File: src/rtl/slave_send_packet_mc_if.sv
// Bus bundle between the endpoint TX FIFOs, the packet sequencer and the
// SIE TX port arbiter. The sequencer uses the slave modport; the environment
// (FIFOs, requester, arbiter) uses the master modport.
//
// Handshakes:
//   sendPacketWEn is a 1-cycle request strobe, accepted only while
//   sendPacketRdy=1. SCTxPortReq is held until the packet is done and
//   SCTxPortGnt is sampled once per packet. A TX byte is written only in a
//   cycle after SCTxPortRdy=1 was seen, as a 1-cycle SCTxPortWEn pulse.
//   fifoReadEn is a 1-cycle strobe; read data is valid the following cycle.
interface slave_send_packet_mc_if #(
  parameter int NUM_EP = 4,
  parameter int EP_W   = 2,
  parameter int CNT_W  = 10
);
  logic [3:0]          PID;
  logic [EP_W-1:0]     sendPacketEP;
  logic                sendPacketWEn;
  logic                sendPacketRdy;
  logic                SCTxPortReq;
  logic                SCTxPortGnt;
  logic                SCTxPortRdy;
  logic                SCTxPortWEn;
  logic [7:0]          SCTxPortData;
  logic [7:0]          SCTxPortCntl;
  logic [8*NUM_EP-1:0] fifoData;
  logic [NUM_EP-1:0]   fifoEmpty;
  logic [NUM_EP-1:0]   fifoReadEn;
  logic [CNT_W-1:0]    sentByteCnt;
  logic                maxPktReached;
  logic [3:0]          dbg_state;

  modport slave (
    input  PID, sendPacketEP, sendPacketWEn, SCTxPortGnt, SCTxPortRdy,
           fifoData, fifoEmpty,
    output sendPacketRdy, SCTxPortReq, SCTxPortWEn, SCTxPortData,
           SCTxPortCntl, fifoReadEn, sentByteCnt, maxPktReached, dbg_state
  );

  modport master (
    output PID, sendPacketEP, sendPacketWEn, SCTxPortGnt, SCTxPortRdy,
           fifoData, fifoEmpty,
    input  sendPacketRdy, SCTxPortReq, SCTxPortWEn, SCTxPortData,
           SCTxPortCntl, fifoReadEn, sentByteCnt, maxPktReached, dbg_state
  );
endinterface

File: src/rtl/slave_send_packet_mc.sv
// Multi-endpoint USB slave transmit packet sequencer. Takes a send request for
// one endpoint, wins the SIE TX port, then emits PID, data bytes (data PIDs
// only, capped at MAX_PKT) and the stop marker. Reports bytes sent and whether
// the packet was truncated while the FIFO still held data.
module slave_send_packet_mc #(
  parameter int NUM_EP  = 4,
  parameter int EP_W    = 2,
  parameter int MAX_PKT = 64,
  parameter int CNT_W   = 10
) (
  input logic                   clk,
  input logic                   rst,
  slave_send_packet_mc_if.slave bus
);

  localparam logic [7:0] CNTL_START = 8'h02;
  localparam logic [7:0] CNTL_DATA  = 8'h03;
  localparam logic [7:0] CNTL_STOP  = 8'h04;

  typedef enum logic [3:0] {
    ST_START         = 4'd0,
    ST_IDLE          = 4'd1,
    ST_WAIT_GNT      = 4'd2,
    ST_WAIT_RDY_PID  = 4'd3,
    ST_PID_WR        = 4'd4,
    ST_CHK           = 4'd5,
    ST_WAIT_RDY_DATA = 4'd6,
    ST_FIFO_RD       = 4'd7,
    ST_DATA_WR       = 4'd8,
    ST_DATA_CLR      = 4'd9,
    ST_WAIT_RDY_STOP = 4'd10,
    ST_STOP_CLR      = 4'd11,
    ST_FINISH        = 4'd12,
    ST_DONE          = 4'd13
  } state_t;

  state_t            state_q;
  logic [3:0]        pid_q;
  logic [EP_W-1:0]   ep_q;
  logic [CNT_W-1:0]  cnt_q;
  logic              rdy_q;
  logic              req_q;
  logic              wen_q;
  logic [7:0]        data_q;
  logic [7:0]        cntl_q;
  logic [NUM_EP-1:0] rd_en_q;
  logic [CNT_W-1:0]  sent_q;
  logic              max_q;

  logic [7:0]        fifo_byte;
  logic              fifo_empty_sel;
  logic [NUM_EP-1:0] rd_onehot;
  logic              is_data_pid;

  // DATA0/1/2 and MDATA are exactly the PIDs with the two low bits set.
  assign is_data_pid = (pid_q[1:0] == 2'b11);

  // Select the latched endpoint's data byte, empty flag and read strobe lane.
  always_comb begin
    fifo_byte      = 8'h00;
    fifo_empty_sel = 1'b1;
    rd_onehot      = '0;
    for (int i = 0; i < NUM_EP; i++) begin
      if (ep_q == EP_W'(i)) begin
        fifo_byte      = bus.fifoData[8*i +: 8];
        fifo_empty_sel = bus.fifoEmpty[i];
        rd_onehot[i]   = 1'b1;
      end
    end
  end

  // Packet sequencer: one state register with all outputs registered alongside.
  always_ff @(posedge clk) begin
    if (rst) begin
      state_q <= ST_START;
      pid_q   <= 4'h0;
      ep_q    <= '0;
      cnt_q   <= '0;
      rdy_q   <= 1'b1;
      req_q   <= 1'b0;
      wen_q   <= 1'b0;
      data_q  <= 8'h00;
      cntl_q  <= 8'h00;
      rd_en_q <= '0;
      sent_q  <= '0;
      max_q   <= 1'b0;
    end else begin
      case (state_q)
        ST_START: state_q <= ST_IDLE;

        ST_IDLE: begin
          if (bus.sendPacketWEn && rdy_q) begin
            pid_q   <= bus.PID;
            ep_q    <= bus.sendPacketEP;
            rdy_q   <= 1'b0;
            req_q   <= 1'b1;
            cnt_q   <= '0;
            max_q   <= 1'b0;
            state_q <= ST_WAIT_GNT;
          end
        end

        ST_WAIT_GNT: begin
          if (bus.SCTxPortGnt) state_q <= ST_WAIT_RDY_PID;
        end

        ST_WAIT_RDY_PID: begin
          if (bus.SCTxPortRdy) begin
            wen_q   <= 1'b1;
            data_q  <= {~pid_q, pid_q};
            cntl_q  <= CNTL_START;
            state_q <= ST_PID_WR;
          end
        end

        // Handshake PIDs carry no payload and no stop marker.
        ST_PID_WR: begin
          wen_q   <= 1'b0;
          state_q <= is_data_pid ? ST_CHK : ST_FINISH;
        end

        ST_CHK: begin
          if (cnt_q == CNT_W'(MAX_PKT)) begin
            max_q   <= ~fifo_empty_sel;
            state_q <= ST_WAIT_RDY_STOP;
          end else if (!fifo_empty_sel) begin
            state_q <= ST_WAIT_RDY_DATA;
          end else begin
            state_q <= ST_WAIT_RDY_STOP;
          end
        end

        ST_WAIT_RDY_DATA: begin
          if (bus.SCTxPortRdy) begin
            rd_en_q <= rd_onehot;
            state_q <= ST_FIFO_RD;
          end
        end

        // FIFO output becomes valid the cycle after the strobe.
        ST_FIFO_RD: begin
          rd_en_q <= '0;
          state_q <= ST_DATA_WR;
        end

        ST_DATA_WR: begin
          wen_q   <= 1'b1;
          data_q  <= fifo_byte;
          cntl_q  <= CNTL_DATA;
          cnt_q   <= cnt_q + 1'b1;
          state_q <= ST_DATA_CLR;
        end

        ST_DATA_CLR: begin
          wen_q   <= 1'b0;
          state_q <= ST_CHK;
        end

        ST_WAIT_RDY_STOP: begin
          if (bus.SCTxPortRdy) begin
            wen_q   <= 1'b1;
            data_q  <= 8'h00;
            cntl_q  <= CNTL_STOP;
            state_q <= ST_STOP_CLR;
          end
        end

        ST_STOP_CLR: begin
          wen_q   <= 1'b0;
          state_q <= ST_DONE;
        end

        ST_FINISH: state_q <= ST_DONE;

        ST_DONE: begin
          sent_q  <= cnt_q;
          rdy_q   <= 1'b1;
          req_q   <= 1'b0;
          state_q <= ST_IDLE;
        end

        default: state_q <= ST_START;
      endcase
    end
  end

  assign bus.sendPacketRdy = rdy_q;
  assign bus.SCTxPortReq   = req_q;
  assign bus.SCTxPortWEn   = wen_q;
  assign bus.SCTxPortData  = data_q;
  assign bus.SCTxPortCntl  = cntl_q;
  assign bus.fifoReadEn    = rd_en_q;
  assign bus.sentByteCnt   = sent_q;
  assign bus.maxPktReached = max_q;
  assign bus.dbg_state     = state_q;

endmodule

File: src/flat_wrapper.sv
// flat-port wrapper written by rule: the top's interface ports become plain ports
module slave_send_packet_mc_flat 
#(
  parameter int NUM_EP  = 4,
  parameter int EP_W    = 2,
  parameter int MAX_PKT = 64,
  parameter int CNT_W   = 10
)
  (clk, rst, bus_PID, bus_sendPacketEP, bus_sendPacketWEn, bus_SCTxPortGnt, bus_SCTxPortRdy, bus_fifoData, bus_fifoEmpty, bus_sendPacketRdy, bus_SCTxPortReq, bus_SCTxPortWEn, bus_SCTxPortData, bus_SCTxPortCntl, bus_fifoReadEn, bus_sentByteCnt, bus_maxPktReached, bus_dbg_state);
  slave_send_packet_mc_if #(.NUM_EP(NUM_EP), .EP_W(EP_W), .CNT_W(CNT_W)) bus_i ();
  input logic clk;
  input logic rst;
  input wire logic [$bits(bus_i.PID)-1:0] bus_PID;
  input wire logic [$bits(bus_i.sendPacketEP)-1:0] bus_sendPacketEP;
  input wire logic [$bits(bus_i.sendPacketWEn)-1:0] bus_sendPacketWEn;
  input wire logic [$bits(bus_i.SCTxPortGnt)-1:0] bus_SCTxPortGnt;
  input wire logic [$bits(bus_i.SCTxPortRdy)-1:0] bus_SCTxPortRdy;
  input wire logic [$bits(bus_i.fifoData)-1:0] bus_fifoData;
  input wire logic [$bits(bus_i.fifoEmpty)-1:0] bus_fifoEmpty;
  output wire logic [$bits(bus_i.sendPacketRdy)-1:0] bus_sendPacketRdy;
  output wire logic [$bits(bus_i.SCTxPortReq)-1:0] bus_SCTxPortReq;
  output wire logic [$bits(bus_i.SCTxPortWEn)-1:0] bus_SCTxPortWEn;
  output wire logic [$bits(bus_i.SCTxPortData)-1:0] bus_SCTxPortData;
  output wire logic [$bits(bus_i.SCTxPortCntl)-1:0] bus_SCTxPortCntl;
  output wire logic [$bits(bus_i.fifoReadEn)-1:0] bus_fifoReadEn;
  output wire logic [$bits(bus_i.sentByteCnt)-1:0] bus_sentByteCnt;
  output wire logic [$bits(bus_i.maxPktReached)-1:0] bus_maxPktReached;
  output wire logic [$bits(bus_i.dbg_state)-1:0] bus_dbg_state;
  assign bus_i.PID = bus_PID;
  assign bus_i.sendPacketEP = bus_sendPacketEP;
  assign bus_i.sendPacketWEn = bus_sendPacketWEn;
  assign bus_i.SCTxPortGnt = bus_SCTxPortGnt;
  assign bus_i.SCTxPortRdy = bus_SCTxPortRdy;
  assign bus_i.fifoData = bus_fifoData;
  assign bus_i.fifoEmpty = bus_fifoEmpty;
  assign bus_sendPacketRdy = bus_i.sendPacketRdy;
  assign bus_SCTxPortReq = bus_i.SCTxPortReq;
  assign bus_SCTxPortWEn = bus_i.SCTxPortWEn;
  assign bus_SCTxPortData = bus_i.SCTxPortData;
  assign bus_SCTxPortCntl = bus_i.SCTxPortCntl;
  assign bus_fifoReadEn = bus_i.fifoReadEn;
  assign bus_sentByteCnt = bus_i.sentByteCnt;
  assign bus_maxPktReached = bus_i.maxPktReached;
  assign bus_dbg_state = bus_i.dbg_state;
  slave_send_packet_mc #(.NUM_EP(NUM_EP), .EP_W(EP_W), .MAX_PKT(MAX_PKT), .CNT_W(CNT_W)) u_core (.clk(clk), .rst(rst), .bus(bus_i));
endmodule
File: config.mk
export PLATFORM = sky130hd
export DESIGN_NAME = slave_send_packet_mc_flat
export DESIGN_NICKNAME = d
export VERILOG_FILES = /design/src/rtl/slave_send_packet_mc_if.sv /design/src/rtl/slave_send_packet_mc.sv /design/src/flat_wrapper.sv
export SDC_FILE = /design/constraint.sdc
export NUM_CORES = 1
export LEC_CHECK = 0
export ABC_AREA = 1
export CORE_MARGIN = 10
export CORE_UTILIZATION = 49
export DETAILED_ROUTE_END_ITERATION = 6
export PLACE_DENSITY_LB_ADDON = 0.25
export SYNTH_ARGS = -nofsm -noshare
export SYNTH_HDL_FRONTEND = slang
export SYNTH_SLANG_ARGS = --single-unit
File: constraint.sdc
create_clock -name clk -period 4.09 [get_ports clk]
set_input_delay 0.818 -clock clk [delete_from_list [all_inputs] [get_ports clk]]
set_output_delay 0.818 -clock clk [all_outputs]
set_load 0.005 [all_outputs]
==> metrics.txt <==
status finished clean; slew at the pin with the worst max-slew slack 0.835 ns; # H-tree levels 2; Die H 92.5 um; final non-filler cell total 527; Static Leak 1.39 nW; Routed WL 7510 um; Worst Clk Skew 0.00717 ns; Post-CTS Repair Setup Buffers 0; Slowest cell on crit path inv_1; TNS Setup 0 ns; wire per inst 14.3 um; worst r2r path cells 6; largest net degree at the start of global routing 31; Top Family by Delay on Critical Path buffers and inverters; maximum clock rate 388 MHz; Core Area 5110 sq um; row cnt 26; via count 2669; Post-synth ARST share 0%; Initial Util 50.4%; post-DR vias/cell 5.06; total global-route track usage 17.0%; Worst Setup SP rst; Pre-Repair DR Iteration Count 4; final setup fails 0; pre-CTS setup slack 1.27 ns; Rel. slew slack 44.3%; initial antenna violation count 0; FF-to-FF setup slack 2.16 ns; ys flop type dfxtp_1; minimum clock period 2.57 ns; Resized Gates After CTS 0; share of cells above drive strength 1 7.44%; pwr/cell area 455 nW/um^2; Req. time, crit path 4.33 ns; Crit Path Category primary input to register; Mapped Cells 384; Synth Register Bits 49; Setup crit start kind primary input; Remaining DRCs 0; Top Metal Used met4; synthesized cell area 2570 sq um; peak supply drop 209 uV; I/O pin total 85; WP depth 4; PortBufs 79; clk buf depth 2; Period Utilization, post-route 62.9%; RSZ-0062 raised after global routing false; total length of routed met2 wires 3690 um; M1 WL 3300 um; reg2reg end u_core.bus.maxPktReached$_SDFFE_PP0P_; delay of the slowest cell on the worst path 0.82 ns; GP Congestion 0.848; Overflow after GRT 0; Layout Area Growth over Synthesis 35.5%; post-layout util 68.3%; first-pass GRT wire length 12200 um; Seq/Total Area, Yosys 38.1%; Hold Crit Class register to register; synth warn 0; Critical Path, Cell by Cell clkdlybuf4s50_1 > inv_1 > o21ai_0 > a21oi_1; Syn Area/Cell 6.71 sq um; Worst Path Arrival 2.81 ns; met3 WL 477 um; Setup crit end kind register; clk sinks 49; Final ANT Viol Nets 0; crit-path max FO 30; Buffers & Inverters on Critical Path 2; Root Driver clkbuf_8; Hold Fails Final Rpt 0; max-cap violations 0; crit path capture u_core.bus.sentByteCnt[3]$_SDFFE_PP0P_; distinct cell type count after synthesis 32; Cells after DPL 519; Die Span X 92.5 um; Setup WS post-layout 1.52 ns; Die Area 8550 sq um; number of DRC markers in iteration 0 158; # hold bufs at CTS 0; worst-skew pair later-pin latency 0.30 ns; launch point of the worst reg-to-reg path u_core.bus.dbg_state[2]$_SDFFE_PP0P_; antenna cell count 0; EDFF count, synth 0; CTS Buf Count 5; number of global-route vias before repair 2466; HPWL Detailed 5840 um; final slew viol count 0; nets 505; TritonCTS clock tree built; Reg clk slew, reported paths 0.09 ns
## metal layers
| layer | vias up | global-route usage (%) |
|---|---|---|
| met3 | 7 | 4.28 |
| met2 | 94 | 29.8 |
| met1 | 1180 | 20.2 |
| met5 | - | 0 |
| met4 | 0 | 4.24 |
| li1 | 1388 | - |
## cell families (layout without fill, tap and decap cells)
family	count (synthesis)	in the layout	synth area share, %
fa+ha+maj	2	2	0.972
buf+inv	69	138	11.4
compound gates	114	114	23.6
other cells	1	5	0.146
flops	49	49	38.1
simple gates	149	149	25.8
## registers in the layout, summed over array words and instances (netlist names)
register,cells
u_core.bus.SCTxPortCntl,3
u_core.bus.sendPacketRdy,1
u_core.cnt_q,10
u_core.bus.SCTxPortData,8
u_core.pid_q,4
u_core.bus.dbg_state,4
u_core.bus.SCTxPortWEn,1
u_core.bus.fifoReadEn,4
u_core.bus.SCTxPortReq,1
u_core.bus.sentByteCnt,10
u_core.bus.maxPktReached,1
u_core.ep_q,2
## worst min-delay path by stage
| stage | start | endpoint | cells after the start |
|---|---|---|---|
| floorplan | u_core.cnt_q[8]$_SDFFE_PP0P_ | u_core.cnt_q[8]$_SDFFE_PP0P_ | 2 |
| global placement | u_core.bus.fifoReadEn[3]$_SDFFE_PP0P_ | u_core.bus.fifoReadEn[3]$_SDFFE_PP0P_ | 2 |
| detailed placement | u_core.bus.SCTxPortCntl[0]$_SDFFE_PP0P_ | u_core.bus.SCTxPortCntl[0]$_SDFFE_PP0P_ | 2 |
| CTS | u_core.bus.SCTxPortCntl[0]$_SDFFE_PP0P_ | u_core.bus.SCTxPortCntl[0]$_SDFFE_PP0P_ | 2 |
| global route | u_core.bus.fifoReadEn[1]$_SDFFE_PP0P_ | u_core.bus.fifoReadEn[1]$_SDFFE_PP0P_ | 2 |
| finish | u_core.bus.SCTxPortCntl[0]$_SDFFE_PP0P_ | u_core.bus.SCTxPortCntl[0]$_SDFFE_PP0P_ | 2 |
## cells in the final DEF, fill, tap and decap left out, drive strengths merged, types with 5 or more instances in the layout
cell            n
o211ai          5
clkdlybuf4s50  79
nand3          15
nand2          84
dfxtp          49
nor2           37
conb            5
clkbuf          6
inv            50
nor3            7
a21oi          50
o21ai          57
## metrics by stage
step | power, mW | hold WS [ns] | area, sq um
4_1_cts | 1.59 | 0.468 | 3490
3_3_place_gp | 1.22 | 0.448 | 3370
6_report | 1.59 | 0.465 | 3490
5_1_grt | 1.69 | 0.487 | 3490
2_1_floorplan | 0.993 | 0.439 | 2590
3_5_place_dp | 1.24 | 0.454 | 3370
## Yosys cell counts, drive strengths merged (2+ instances only)
master,n,area share [%]
a21oi,50,9.7
buf,10,2.7
clkbuf,8,1.2
dfxtp,49,38
ha,2,0.97
inv,50,7.4
nand2,84,14
nand3,15,2.9
nand4,4,0.97
nor2,37,6.1
nor3,7,1.6
o211ai,5,1.5
o21ai,57,12
## worst min-delay path: stages (launching register included)
cell     delay [ns]
dfxtp_1        0.32
nand2_1        0.06
a21oi_1        0.05
## final cells by class
type,count,area (sq um)
clock buffer,6,82.6
inverter,51,194
fill,450,1620
timing repair buffer,79,791
clock inverter,2,37.5
tap,70,87.6
multi-input combinational,270,1320
sequential,49,981
## power breakdown
| group | switching, mW | internal, mW | total (mW) | leakage [nW] |
|---|---|---|---|---|
| Clock | 0.162 | 0.199 | 0.361 | 0.0574 |
| Sequential | 0.0776 | 0.551 | 0.629 | 0.397 |
| Combinational | 0.329 | 0.269 | 0.598 | 0.935 |
No activity file was read; power rests on OpenSTA's default activity.
